--- src/rtl/fan_tach_meter_if.sv ---
// Fan tach meter bus: groups the tach/fan_on inputs and the measurement outputs.
//   tach        - raw open-collector tach line (asynchronous to sys_clk)
//   fan_on      - fan PWM drive state, high while the fan is driven
//   pulse_count - tach falling edges counted in the last completed window
//   rpm         - pulse_count*60/PPR, saturated to 16 bits
//   valid       - one-cycle strobe when pulse_count/rpm update
//   stall       - high while the fan is driven but not turning
// master: the environment driving tach/fan_on; slave: the meter.
interface fan_tach_meter_if;
    logic        tach;
    logic        fan_on;
    logic [15:0] pulse_count;
    logic [15:0] rpm;
    logic        valid;
    logic        stall;

    modport master (
        output tach, fan_on,
        input  pulse_count, rpm, valid, stall
    );

    modport slave (
        input  tach, fan_on,
        output pulse_count, rpm, valid, stall
    );
endinterface

--- src/rtl/fan_tach_meter.sv ---
// Fan tachometer: counts tach falling edges over a fixed gate window, converts
// to RPM and flags a stalled fan.
// Ports:
//   sys_clk   - single clock, rising edge
//   sys_rst_n - asynchronous active-low reset
//   bus       - fan_tach_meter_if.slave (tach, fan_on in; pulse_count, rpm,
//               valid, stall out)
// Build option: define TACH_DEBOUNCE_EN to add a DEB_CYCLES-long stability
// filter on the synchronized tach line.
module fan_tach_meter #(
    parameter int unsigned GATE_CYCLES   = 50000000,
    parameter int unsigned PPR           = 2,
    parameter int unsigned STALL_WINDOWS = 2,
    parameter int unsigned DEB_CYCLES    = 16
) (
    input logic               sys_clk,
    input logic               sys_rst_n,
    fan_tach_meter_if.slave   bus
);

    localparam int unsigned WinW  = (GATE_CYCLES > 1) ? $clog2(GATE_CYCLES) : 1;
    localparam logic [WinW-1:0] WinLast = WinW'(GATE_CYCLES - 1);
    localparam int unsigned Shift = (PPR == 4) ? 2 : (PPR == 2) ? 1 : 0;
    localparam logic [15:0] StallWin = 16'(STALL_WINDOWS);

    if (!(PPR == 1 || PPR == 2 || PPR == 4)) begin : g_bad_ppr
        $error("fan_tach_meter: PPR must be 1, 2 or 4");
    end
    if (DEB_CYCLES < 1) begin : g_bad_deb
        $error("fan_tach_meter: DEB_CYCLES must be at least 1");
    end

    typedef enum logic [1:0] {StRun, StSuspect, StStalled} state_e;

    // Synchronizer resets high (tach idles high) so release makes no false edge.
    logic sync1_q, sync2_q;
    always_ff @(posedge sys_clk or negedge sys_rst_n) begin
        if (!sys_rst_n) begin
            sync1_q <= 1'b1;
            sync2_q <= 1'b1;
        end else begin
            sync1_q <= bus.tach;
            sync2_q <= sync1_q;
        end
    end

    logic tach_cond;

`ifdef TACH_DEBOUNCE_EN
    localparam int unsigned DebW = (DEB_CYCLES > 1) ? $clog2(DEB_CYCLES) : 1;
    localparam logic [DebW-1:0] DebLast = DebW'(DEB_CYCLES - 1);

    logic            deb_q;
    logic [DebW-1:0] deb_cnt_q;

    // Follow the synchronized level only after it has differed for DEB_CYCLES cycles.
    always_ff @(posedge sys_clk or negedge sys_rst_n) begin
        if (!sys_rst_n) begin
            deb_q     <= 1'b1;
            deb_cnt_q <= '0;
        end else if (sync2_q != deb_q) begin
            if (deb_cnt_q == DebLast) begin
                deb_q     <= sync2_q;
                deb_cnt_q <= '0;
            end else begin
                deb_cnt_q <= deb_cnt_q + 1'b1;
            end
        end else begin
            deb_cnt_q <= '0;
        end
    end

    assign tach_cond = deb_q;
`else
    assign tach_cond = sync2_q;
`endif

    logic cond_prev_q;
    always_ff @(posedge sys_clk or negedge sys_rst_n) begin
        if (!sys_rst_n) cond_prev_q <= 1'b1;
        else            cond_prev_q <= tach_cond;
    end

    logic tach_fall;
    assign tach_fall = cond_prev_q & ~tach_cond;

    logic [WinW-1:0] win_cnt_q;
    logic            win_close;
    assign win_close = (win_cnt_q == WinLast);

    logic [15:0] acc_q;
    logic [15:0] acc_inc;
    // Includes the edge of the current cycle so a close-coincident edge lands in
    // the closing window exactly once.
    assign acc_inc = (tach_fall && acc_q != 16'hFFFF) ? acc_q + 16'd1 : acc_q;

    logic [21:0] rpm_wide;
    logic [15:0] rpm_sat;
    assign rpm_wide = ({6'd0, acc_inc} * 22'd60) >> Shift;
    assign rpm_sat  = (|rpm_wide[21:16]) ? 16'hFFFF : rpm_wide[15:0];

    logic [15:0] pulse_count_q, rpm_q;
    logic        valid_q;

    always_ff @(posedge sys_clk or negedge sys_rst_n) begin
        if (!sys_rst_n) begin
            win_cnt_q     <= '0;
            acc_q         <= '0;
            pulse_count_q <= '0;
            rpm_q         <= '0;
            valid_q       <= 1'b0;
        end else begin
            valid_q <= win_close;
            if (win_close) begin
                win_cnt_q     <= '0;
                acc_q         <= '0;
                pulse_count_q <= acc_inc;
                rpm_q         <= rpm_sat;
            end else begin
                win_cnt_q <= win_cnt_q + 1'b1;
                acc_q     <= acc_inc;
            end
        end
    end

    state_e      state_q;
    logic [15:0] miss_q;
    logic        win_zero;
    assign win_zero = (acc_inc == 16'd0);

    always_ff @(posedge sys_clk or negedge sys_rst_n) begin
        if (!sys_rst_n) begin
            state_q <= StRun;
            miss_q  <= '0;
        end else if (!bus.fan_on) begin
            state_q <= StRun;
            miss_q  <= '0;
        end else if (win_close) begin
            case (state_q)
                StRun: begin
                    if (win_zero) begin
                        miss_q  <= 16'd1;
                        state_q <= (StallWin <= 16'd1) ? StStalled : StSuspect;
                    end
                end
                StSuspect: begin
                    if (win_zero) begin
                        miss_q <= miss_q + 16'd1;
                        if (miss_q + 16'd1 >= StallWin) state_q <= StStalled;
                    end else begin
                        miss_q  <= '0;
                        state_q <= StRun;
                    end
                end
                StStalled: begin
                    if (!win_zero) begin
                        miss_q  <= '0;
                        state_q <= StRun;
                    end
                end
                default: begin
                    miss_q  <= '0;
                    state_q <= StRun;
                end
            endcase
        end
    end

    assign bus.pulse_count = pulse_count_q;
    assign bus.rpm         = rpm_q;
    assign bus.valid       = valid_q;
    assign bus.stall       = (state_q == StStalled);

endmodule

--- src/flat_wrapper.sv ---
// flat-port wrapper written by rule: the top's interface ports become plain ports
module fan_tach_meter_flat 
#(
    parameter int unsigned GATE_CYCLES   = 50000000,
    parameter int unsigned PPR           = 2,
    parameter int unsigned STALL_WINDOWS = 2,
    parameter int unsigned DEB_CYCLES    = 16
)
  (sys_clk, sys_rst_n, bus_tach, bus_fan_on, bus_pulse_count, bus_rpm, bus_valid, bus_stall);
  fan_tach_meter_if bus_i ();
  input logic sys_clk;
  input logic sys_rst_n;
  input wire logic [$bits(bus_i.tach)-1:0] bus_tach;
  input wire logic [$bits(bus_i.fan_on)-1:0] bus_fan_on;
  output wire logic [$bits(bus_i.pulse_count)-1:0] bus_pulse_count;
  output wire logic [$bits(bus_i.rpm)-1:0] bus_rpm;
  output wire logic [$bits(bus_i.valid)-1:0] bus_valid;
  output wire logic [$bits(bus_i.stall)-1:0] bus_stall;
  assign bus_i.tach = bus_tach;
  assign bus_i.fan_on = bus_fan_on;
  assign bus_pulse_count = bus_i.pulse_count;
  assign bus_rpm = bus_i.rpm;
  assign bus_valid = bus_i.valid;
  assign bus_stall = bus_i.stall;
  fan_tach_meter #(.GATE_CYCLES(GATE_CYCLES), .PPR(PPR), .STALL_WINDOWS(STALL_WINDOWS), .DEB_CYCLES(DEB_CYCLES)) u_core (.sys_clk(sys_clk), .sys_rst_n(sys_rst_n), .bus(bus_i));
endmodule
--- config.mk ---
export PLATFORM = sky130hd
export DESIGN_NAME = fan_tach_meter_flat
export DESIGN_NICKNAME = d
export VERILOG_FILES = /design/src/rtl/fan_tach_meter_if.sv /design/src/rtl/fan_tach_meter.sv /design/src/flat_wrapper.sv
export SDC_FILE = /design/constraint.sdc
export NUM_CORES = 1
export LEC_CHECK = 0
export CELL_PAD_IN_SITES_DETAIL_PLACEMENT = 0
export CELL_PAD_IN_SITES_GLOBAL_PLACEMENT = 1
export CORE_UTILIZATION = 47
export CTS_CLUSTER_SIZE = 28
export DETAILED_ROUTE_END_ITERATION = 6
export PLACE_DENSITY_LB_ADDON = 0.1
export SKIP_CTS_REPAIR_TIMING = 1
export SYNTH_ARGS = -nofsm -noshare
export SYNTH_HDL_FRONTEND = slang
export SYNTH_SLANG_ARGS = --single-unit
--- constraint.sdc ---
create_clock -name sys_clk -period 6.2 [get_ports sys_clk]
set_input_delay 1.24 -clock sys_clk [delete_from_list [all_inputs] [get_ports sys_clk]]
set_output_delay 1.24 -clock sys_clk [all_outputs]
set_load 0.02 [all_outputs]
==> results.sh <==
export IMPL_power_share_clock=0.240
export IMPL_drv_cap=0
export IMPL_placed_cells_incl_taps=916
export IMPL_clk_latency_ns=0.36
export IMPL_crit_path_cell_trace="nor2b_1 -> buf_4 -> nand4_1 -> nor3_1 -> nand2_1 -> xnor2_1 -> inv_1 -> fa_1 -> fa_1 -> inv_1 -> ha_1 -> a211oi_1 -> o21bai_1 -> a21o_1 -> a2111oi_2 -> a2111oi_0 -> a41o_1 -> o2111a_2 -> a21oi_1"
export IMPL_routedWlPerCell_um=15.22
export IMPL_drtIter0Drc=293
export IMPL_reg2regPathDepth=19
export IMPL_slew_viol_final=0
export IMPL_ant_nets=0
export IMPL_dieArea_um2=14330
export IMPL_crit_fanout=16
export IMPL_root_buffer="clkbuf_16"
export IMPL_power_frac_comb=0.473
export IMPL_timing_fmax_mhz=175.9
export IMPL_hp_start="u_core.sync1_q"
export IMPL_cts_made_buffers=9
export IMPL_post_route_period_util=0.9170
export IMPL_synth_area_leaders="dfrtp_1, fa_1, ha_1, xor2_1, nor2_1"
export IMPL_die_w_um=119.7
export IMPL_initial_core_util=0.4860
export IMPL_hold_violations=0
export IMPL_max_slew_margin=0.3775
export IMPL_drc=0
export IMPL_fill_cells=1255
export IMPL_path_class="flip-flop to flip-flop"
export IMPL_netSwitchingFraction=0.3909
export IMPL_slowest_stage="dfstp_2"
export IMPL_ys_ff_latch=96
export IMPL_ir_worst_vdd_mv=0.3176
export IMPL_crit_path_start_kind="flip-flop"
export IMPL_end_kind="flip-flop"
export IMPL_ys_flop_type="dfrtp_1"
export IMPL_outcome="finished clean"
export IMPL_grt_max_degree=52
export IMPL_cts_tree="done"
export IMPL_p_int_w=0.001439
export IMPL_fin_crit_ns=5.685
export IMPL_numPortBuffers=37
export IMPL_yosys_area_top_type="dfrtp_1"
export IMPL_ys_types=65
export IMPL_core_um2=13400
export IMPL_worst_r2r_startpoint="u_core.cond_prev_q"
export IMPL_drt_pass1_iterations=5
export IMPL_area_growth_pct=13.33
export IMPL_netlist_area_um2=6512
export IMPL_rrSetupSlack_ns=0.51
export IMPL_syn_avg_cell_area_um2=9.045
export IMPL_hold_end="u_core.sync2_q"
export IMPL_rsz0062_at_grt="false"
export IMPL_nNetsFinal=806
export IMPL_drive_above_1_share=0.07672
export IMPL_htreeDepth=3
export IMPL_antenna_found_initial=0
export IMPL_rows=42
export IMPL_cts_sinks=96
export IMPL_grt_overflow_total=0
export IMPL_fin_cells=932
export IMPL_yosys_warnings=0
export IMPL_hold_path_class="flip-flop to flip-flop"
export IMPL_seq_area_frac_synth=0.3695
export IMPL_clk_path_buf_depth=2
export IMPL_leakagePower_nw=3.425
export IMPL_reg2reg_to="u_core.bus.rpm[3]"
export IMPL_synthArstFlopShare=1.000
export IMPL_setup_viol=0
export IMPL_p_seq_frac=0.287
export IMPL_num_io_pins=38
export IMPL_synthDominantCellAreaShare=0.3573
export IMPL_p_switching_w=0.0009239
export IMPL_fin_util=0.5508
export IMPL_wirelength_um=14180
export IMPL_synth_fp_nets=775
export IMPL_finClkSkew_ns=0.01266
export IMPL_holdPathStages=0
export IMPL_place_congestion=0.8659
export IMPL_total_power_w=0.002363
export IMPL_dr_total_vias=5249
export IMPL_viasPerCell=5.632
export IMPL_first_global_vias=5049
export IMPL_diodes=0
export IMPL_hpwlAfterDp_um=10050
export IMPL_worstPathRequired_ns=6.47
export IMPL_die_y_um=119.7
export IMPL_max_stage_delay_ns=0.54
export IMPL_worstMarginPinSlew_ns=0.9338
export IMPL_crit_arrival_ns=5.96
export IMPL_synth_edf_count=0
export IMPL_grt_usage=0.2132
export IMPL_syn_inst=720
export IMPL_power_density_nw_per_um2=320.2
export IMPL_grt_pass1_wl_um=24450
export IMPL_setup_tns_ns=0
export IMPL_path_clk_slew_ns=0.07
==> cell type report <==
class / instances / area (um2) / area share
Inverter: 54 / 202.7 / 0.02746
Tap cell: 176 / 220.2 / 0.02984
Multi-Input combinational cell: 538 / 3774 / 0.5113
Timing Repair Buffer: 52 / 480.5 / 0.06510
Clock inverter: 6 / 68.82 / 0.009324
Sequential cell: 96 / 2406 / 0.3260
Clock buffer: 10 / 229.0 / 0.03102
==> how the worst max path moves through the flow <==
| stage | start | end | slack [ns] | cells after the start |
|---|---|---|---|---|
| after floorplan | u_core.acc_q[0] | u_core.bus.rpm[13] | 0.95 | 18 |
| after global placement | u_core.acc_q[0] | u_core.bus.rpm[4] | 0.62 | 19 |
| after detailed placement | u_core.acc_q[0] | u_core.bus.rpm[14] | 0.30 | 19 |
| after CTS | u_core.acc_q[0] | u_core.bus.rpm[14] | 0.25 | 19 |
| after global routing | u_core.acc_q[0] | u_core.bus.rpm[3] | 0.09 | 18 |
| final | u_core.cond_prev_q | u_core.bus.rpm[3] | 0.51 | 19 |
==> worst max-delay path, delay by kind of cell (launching register included) <==
family | cells | cell delay, ns
flops | 1 | 0.54
simple gates | 4 | 0.91
compound gates | 8 | 2.02
buf+inv | 3 | 0.42
xor+xnor | 1 | 0.35
fa+ha+maj | 3 | 1.35
==> registers in the layout, indices dropped and copies added, names as in the netlist <==
register	count
u_core.state_q	2
u_core.acc_q	16
u_core.sync1_q	1
u_core.win_cnt_q	26
u_core.bus.pulse_count	16
u_core.sync2_q	1
u_core.bus.valid	1
u_core.bus.rpm	16
u_core.miss_q	16
u_core.cond_prev_q	1
==> Yosys cell counts, types with 12 or more instances <==
cell and count:
nand2_1 63, nand3_1 29, or3_1 13, a21oi_1 37
xnor2_1 25, nor3_1 12, nand4_1 20, fa_1 20
o21ai_0 33, nor2_1 77, dfrtp_1 93, a21o_1 20
clkbuf_1 19, xor2_1 35, ha_1 31, inv_1 53
==> power groups by stage <==
stage | clock network [W] | logic [W] | registers, W
6_report | 0.000568 | 0.00112 | 0.000678
5_1_grt | 0.000605 | 0.00128 | 0.000681
4_1_cts | 0.000584 | 0.00113 | 0.000676
3_5_place_dp | 0 | 0.00112 | 0.000687
3_3_place_gp | 0 | 0.00110 | 0.000686
2_1_floorplan | 0 | 0.000909 | 0.000672
==> layout by cell type (no fill, tap or decap), types with 3 or more instances in the layout <==
cell type / n
and3_1: 9
nand3_1: 29
and2_1: 3
or3_1: 13
or4_1: 7
clkbuf_16: 9
a211oi_1: 3
nor3_1: 12
nand2b_1: 6
inv_1: 53
xor2_1: 34
ha_1: 31
a21oi_1: 37
nand2_1: 63
o21ai_0: 33
dfstp_2: 3
o21bai_1: 4
nor2_1: 77
mux2i_1: 6
or2_2: 5
nor4_1: 7
clkdlybuf4s50_1: 36
nand3b_1: 5
a21oi_2: 9
buf_4: 16
fa_1: 20
a21o_1: 20
nand4_1: 20
a41oi_1: 3
nor2b_1: 4
maj3_1: 4
and4_1: 5
a31oi_1: 4
xnor2_1: 25
o2111ai_1: 3
dfrtp_1: 93
==> cells by family (layout without fill, tap and decap cells) <==
group	Yosys count	after routing	share of synthesized area
buffers and inverters	86	122	0.05341
XOR/XNOR	61	61	0.08319
multiplexers	7	7	0.01095
AND/OR/NAND/NOR	272	272	0.2096
flip-flops	96	96	0.3695
AO/OA/AOI/OAI	143	143	0.1462
adder cells (fa/ha/maj)	55	55	0.1272
==> per-stage QoR <==
step	worst slack, ns	hold slack [ns]	instance area (um2)
5_1_grt	0.08897	0.3635	7381
3_5_place_dp	0.3015	0.3468	7074
2_1_floorplan	0.9543	0.3452	6513
3_3_place_gp	0.6159	0.3507	7074
6_report	0.5145	0.3583	7381
4_1_cts	0.2505	0.3600	7372
==> routing by layer <==
metal | global-route usage | vias to the layer above | part of all wire
met5 | 0 | - | 0
met4 | 0.06641 | 0 | 0.013
met3 | 0.03042 | 14 | 0.035
met1 | 0.3063 | 2574 | 0.50
met2 | 0.3324 | 99 | 0.46
li1 | - | 2562 | -
No activity file was read; power rests on OpenSTA's default activity.
